==> src/rtl/wb_initiator.sv <==
// Wishbone classic single-access initiator: one bus cycle per command, with an
// ACK timeout, and valid/ready command and response channels.
module wb_initiator #(
  parameter int ADR_W   = 32,
  parameter int DAT_W   = 32,
  parameter int SEL_W   = 1,
  parameter int TIMEOUT = 255
) (
  input  logic             wb_clk_i,
  input  logic             wb_rst_ni,
  input  logic             cmd_valid,
  output logic             cmd_ready,
  input  logic             cmd_we,
  input  logic [ADR_W-1:0] cmd_adr,
  input  logic [DAT_W-1:0] cmd_dat,
  input  logic [SEL_W-1:0] cmd_sel,
  output logic             rsp_valid,
  input  logic             rsp_ready,
  output logic [DAT_W-1:0] rsp_dat,
  output logic             rsp_err,
  output logic             busy,
  output logic             wb_CYC,
  output logic             wb_STB,
  output logic             wb_WE,
  output logic [SEL_W-1:0] wb_SEL,
  output logic [ADR_W-1:0] wb_ADR,
  output logic [DAT_W-1:0] wb_DAT_MOSI,
  input  logic [DAT_W-1:0] wb_DAT_MISO,
  input  logic             wb_ACK
);

  localparam int CNT_W = $clog2(TIMEOUT + 1);

  typedef enum logic [1:0] {
    IDLE = 2'd0,
    BUS  = 2'd1,
    RESP = 2'd2
  } state_e;

  state_e             state_q, state_d;
  logic [CNT_W-1:0]   cnt_q, cnt_d;
  logic [CNT_W-1:0]   cnt_inc;
  logic               stb_q, stb_d;
  logic               we_q, we_d;
  logic [SEL_W-1:0]   sel_q, sel_d;
  logic [ADR_W-1:0]   adr_q, adr_d;
  logic [DAT_W-1:0]   mosi_q, mosi_d;
  logic               rsp_valid_q, rsp_valid_d;
  logic               rsp_err_q, rsp_err_d;
  logic [DAT_W-1:0]   rsp_dat_q, rsp_dat_d;

  assign cnt_inc = cnt_q + CNT_W'(1);

  always_comb begin
    state_d     = state_q;
    cnt_d       = cnt_q;
    stb_d       = stb_q;
    we_d        = we_q;
    sel_d       = sel_q;
    adr_d       = adr_q;
    mosi_d      = mosi_q;
    rsp_valid_d = rsp_valid_q;
    rsp_err_d   = rsp_err_q;
    rsp_dat_d   = rsp_dat_q;

    case (state_q)
      IDLE: begin
        if (cmd_valid) begin
          we_d    = cmd_we;
          sel_d   = cmd_sel;
          adr_d   = cmd_adr;
          mosi_d  = cmd_dat;
          stb_d   = 1'b1;
          cnt_d   = '0;
          state_d = BUS;
        end
      end
      BUS: begin
        // ACK wins over a timeout landing on the same edge.
        if (wb_ACK) begin
          stb_d       = 1'b0;
          rsp_valid_d = 1'b1;
          rsp_err_d   = 1'b0;
          rsp_dat_d   = we_q ? '0 : wb_DAT_MISO;
          state_d     = RESP;
        end else if (cnt_inc == CNT_W'(TIMEOUT)) begin
          stb_d       = 1'b0;
          cnt_d       = cnt_inc;
          rsp_valid_d = 1'b1;
          rsp_err_d   = 1'b1;
          rsp_dat_d   = '0;
          state_d     = RESP;
        end else begin
          cnt_d = cnt_inc;
        end
      end
      RESP: begin
        if (rsp_ready) begin
          rsp_valid_d = 1'b0;
          rsp_err_d   = 1'b0;
          state_d     = IDLE;
        end
      end
      default: state_d = IDLE;
    endcase
  end

  always_ff @(posedge wb_clk_i) begin
    if (!wb_rst_ni) begin
      state_q     <= IDLE;
      cnt_q       <= '0;
      stb_q       <= 1'b0;
      we_q        <= 1'b0;
      sel_q       <= '0;
      adr_q       <= '0;
      mosi_q      <= '0;
      rsp_valid_q <= 1'b0;
      rsp_err_q   <= 1'b0;
      rsp_dat_q   <= '0;
    end else begin
      state_q     <= state_d;
      cnt_q       <= cnt_d;
      stb_q       <= stb_d;
      we_q        <= we_d;
      sel_q       <= sel_d;
      adr_q       <= adr_d;
      mosi_q      <= mosi_d;
      rsp_valid_q <= rsp_valid_d;
      rsp_err_q   <= rsp_err_d;
      rsp_dat_q   <= rsp_dat_d;
    end
  end

  assign cmd_ready   = (state_q == IDLE);
  assign busy        = (state_q != IDLE);
  assign wb_CYC      = stb_q;
  assign wb_STB      = stb_q;
  assign wb_WE       = we_q;
  assign wb_SEL      = sel_q;
  assign wb_ADR      = adr_q;
  assign wb_DAT_MOSI = mosi_q;
  assign rsp_valid   = rsp_valid_q;
  assign rsp_err     = rsp_err_q;
  assign rsp_dat     = rsp_dat_q;

endmodule

==> config.mk <==
export PLATFORM = sky130hd
export DESIGN_NAME = wb_initiator
export DESIGN_NICKNAME = d
export VERILOG_FILES = /design/src/rtl/wb_initiator.sv
export SDC_FILE = /design/constraint.sdc
export NUM_CORES = 1
export LEC_CHECK = 0
export CAP_MARGIN = 20
export CORE_MARGIN = 2
export CORE_UTILIZATION = 35
export DETAILED_ROUTE_END_ITERATION = 8
export GPL_TIMING_DRIVEN = 0
export PLACE_DENSITY = 0.69
export RECOVER_POWER = 25
export REMOVE_ABC_BUFFERS = 1
export SETUP_SLACK_MARGIN = 0.4
export SLEW_MARGIN = 10
export SYNTH_ARGS = -nofsm -noshare
export SYNTH_HDL_FRONTEND = slang
export SYNTH_SLANG_ARGS = --single-unit
==> constraint.sdc <==
create_clock -name wb_clk_i -period 2.15 [get_ports wb_clk_i]
set_input_delay 0.43 -clock wb_clk_i [delete_from_list [all_inputs] [get_ports wb_clk_i]]
set_output_delay 0.43 -clock wb_clk_i [all_outputs]
set_load 0.005 [all_outputs]
==> run_results.csv <==
group,metric,value,unit
floorplanning,core,12060,um^2
placement,hpwl,8894,um
placement,place_congestion,0.8255,
placement,io_buffer_count,206,
worst_hold_path,worstHoldPathType,"reg -> reg",
critical_path,r2r-end,"rsp_dat[18]$_SDFFE_PN0P_",
critical_path,crit_slowest_cell,"dfxtp_4",
cts,cts.sinks,111,
layout,stdcell_area,7363,um^2
cts,cts_buffers,9,
timing,finalHoldViolCount,0,
floorplanning,rows,40,
cts,clock_latency,350,ps
floorplanning,io_pins,207,
pwr,p_leak,2.660,nW
layout,instances_no_fill,901,
floorplanning,die_h,115.3,um
drt,remaining_drc_errors,0,
floorplanning,die_area,13290,um^2
global_routing,antenna_found_initial,0,
critical_path,cp-end-kind,"register",
yosys,syn_area,4333,um^2
layout,drive_above_1_share,0.1514,
yosys,synth_top_area_share,0.5129,
yosys,synthFlopType,"dfxtp_1",
yosys,syn_avg_cell_area,8.365,um^2
critical_path,cp_cell_sequence,"ha_4, a21oi_2, o211a_1, a211oi_4, o211ai_4, buf_6, buf_12, buf_16, o21ai_2",
cts,cts_buffer_depth,2,
critical_path,startpoint_type,"register",
global_routing,first_global_vias,4200,
yosys,yosysSeqAreaShare,0.5129,
yosys,async_flop_share,0,
yosys,synth_top_area_cell,"dfxtp_1",
drt,wl_per_cell,14.89,um
layout,n_antenna_cell,0,
yosys,synth_seq_cells,111,
timing,clock_skew,6.436,ps
cts,cts_hold_buf,0,
timing,min_period,1837,ps
timing,worstMarginPinSlew,380.6,ps
worst_hold_path,hold_path_depth,2,
status,status,"finished, final reports clean",
critical_path,critical_path_arrival,2120,ps
yosys,synth_most_common_cell,"nand2_1",
placement,dpl-instance-area,6559,um^2
flow_run,cap_viol_max_count,0,
pwr,p_per_area,651.4,nW/um^2
critical_path,reg2reg_depth,9,
drt,wl,13410,um
yosys,netlist_instances,518,
yosys,synth_common_cells,"nand2_1 (135), dfxtp_1 (111), a21oi_1 (79), inv_1 (37), a22oi_1 (32)",
cts,cts_root_buf,"clkbuf_16",
critical_path,r2r_start,"cnt_q[0]$_SDFFE_PN0P_",
pwr,finalPower,4.797,mW
timing,timing.final.crit_share,0.8543,
layout,area_growth,69.94,%
placement,place_inst,864,
yosys,yosys_warnings,0,
pwr,ir_drop,0.5025,mV
yosys,synth_edf_count,0,
drt,ant_nets,0,
timing,slew_headroom,0.7463,
layout,fin_nets,833,
global_routing,overflow,0,
drt,drtIter0Drc,217,
cts,htreeDepth,3,
global_routing,grt_pass1_wl,20340,um
yosys,synth_cell_type_count,41,
critical_path,reg2reg_slack,310,ps
drt,vias_per_cell,4.840,
yosys,yosys-top-cells-area,"dfxtp_1 (51%), nand2_1 (12%), a21oi_1 (9.1%)",
cts,clk_pin_slew,70,ps
timing,rsz0062_at_grt,"true",
critical_path,slowest_delay,380,ps
timing,setup_viol,0,
global_routing,gr-usage-all-layers,0.1932,
timing,report.final.slew_viol_count,0,
floorplanning,die_w,115.3,um
critical_path,critPathRequiredTime,2430,ps
drt,num_vias,4361,
worst_hold_path,hp-start,"wb_DAT_MOSI[1]$_SDFFE_PN0P_",
drt,dr.pass1.iters,4,
timing,max_freq,0.5445,GHz
cts,cts_tree,"done",
floorplanning,start_util,0.3592,
worst_hold_path,min_to,"wb_DAT_MOSI[1]$_SDFFE_PN0P_",
critical_path,worstSetupPathType,"reg -> reg",
critical_path,critPathMaxFanout,5,
global_routing,grt_max_degree,82,
[through the flow]
stage / setup WS (ps) / TNS (ps) / utilization / hold WS (ps)
after floorplan: -389.2 / -5652 / - / 452.7
after global placement: -1717 / -133780 / 0.5348 / 441.9
after detailed placement: -499.9 / -14520 / 0.5438 / 447.9
after CTS: 333.1 / 0 / 0.5972 / 456.2
after global routing: 167.5 / 0 / 0.6105 / 475.0
final: 313.3 / 0 / 0.6105 / 454.6
[power breakdown]
part	total (mW)	leakage (nW)	internal, mW	switching [mW]
Clock	1.60	0.139	0.853	0.749
Sequential	2.26	0.913	2.18	0.0794
Combinational	0.935	1.61	0.555	0.380
Total	4.80	2.66	3.59	1.21
[registers in the layout (all words and copies together) (netlist names)]
register     flops
rsp_dat         32
wb_ADR          32
wb_DAT_MOSI     32
cnt_q            8
state_q          2
rsp_err          1
rsp_valid        1
wb_CYC           1
wb_SEL           1
wb_WE            1
[metal layers]
layer | GRT usage | vias to the layer above | routed length (um)
met3 | 0.07591 | 21 | 1201
li1 | - | 2143 | -
met4 | 0.07711 | 0 | 335
met2 | 0.3365 | 181 | 6548
met1 | 0.2108 | 2016 | 5328
met5 | 0 | - | 0
[how the worst max path moves through the flow]
| stage | start | cells past startpoint | end |
|---|---|---|---|
| 2_1_floorplan | state_q[1]$_SDFFE_PN0P_ | 5 | cnt_q[7]$_SDFFE_PN0P_ |
| 3_3_place_gp | cmd_valid | 5 | cnt_q[3]$_SDFFE_PN0P_ |
| 3_5_place_dp | wb_rst_ni | 6 | rsp_dat[12]$_SDFFE_PN0P_ |
| 4_1_cts | cnt_q[0]$_SDFFE_PN0P_ | 10 | rsp_dat[0]$_SDFFE_PN0P_ |
| 5_1_grt | state_q[0]$_SDFFE_PN0P_ | 6 | cnt_q[2]$_SDFFE_PN0P_ |
| 6_report | cnt_q[0]$_SDFFE_PN0P_ | 9 | rsp_dat[18]$_SDFFE_PN0P_ |
[cells by family after synthesis]
group | share of synthesized area
xor gates and xnor gates | 0.002022
and+or+nand+nor | 0.1678
buffers and inverters | 0.06873
DFF | 0.5128
adders and majority gates | 0.005774
AOI/OAI and AO/OA | 0.2429
[cell usage in the layout, fill, tap and decap left out, types with 3 or more instances in the layout]
cell type        instances
dfxtp_1                102
inv_1                   36
nand2_1                133
o21ai_2                 31
a21oi_1                 77
dfxtp_2                  5
clkdlybuf4s50_1        201
buf_12                  10
clkbuf_16               10
nand3b_1                 3
nor2_1                   8
nor2_2                   3
nand3_1                  3
a22oi_1                 32
buf_16                   4
o21ai_0                  4
buf_4                    6
dfxtp_4                  4
[worst max-delay path, delay by kind of cell (launching register included)]
family	cells	cell delay, ps
buffers and inverters	3	410
adder cells (fa/ha/maj)	1	160
AO/OA/AOI/OAI	5	820
flip-flops	1	380
[what timing repair did]
item / 4_1_cts / 5_1_grt
setup buffers: 13 / 4
cloned: 3 / 1
pin swaps: 7 / 8
resized for setup: 35 / 27
endpoints found under the setup margin: 80 / 57
[final cells by class]
type | instances | area (um^2)
inverter | 38 | 168.9
timing repair buffer | 232 | 2496
multi-input combinational | 336 | 1958
clock buffer | 12 | 256.5
clock inverter | 4 | 30.03
tap | 168 | 210.2
sequential | 111 | 2243
fill | 1027 | 4698
(Power assumes the default switching activity.)
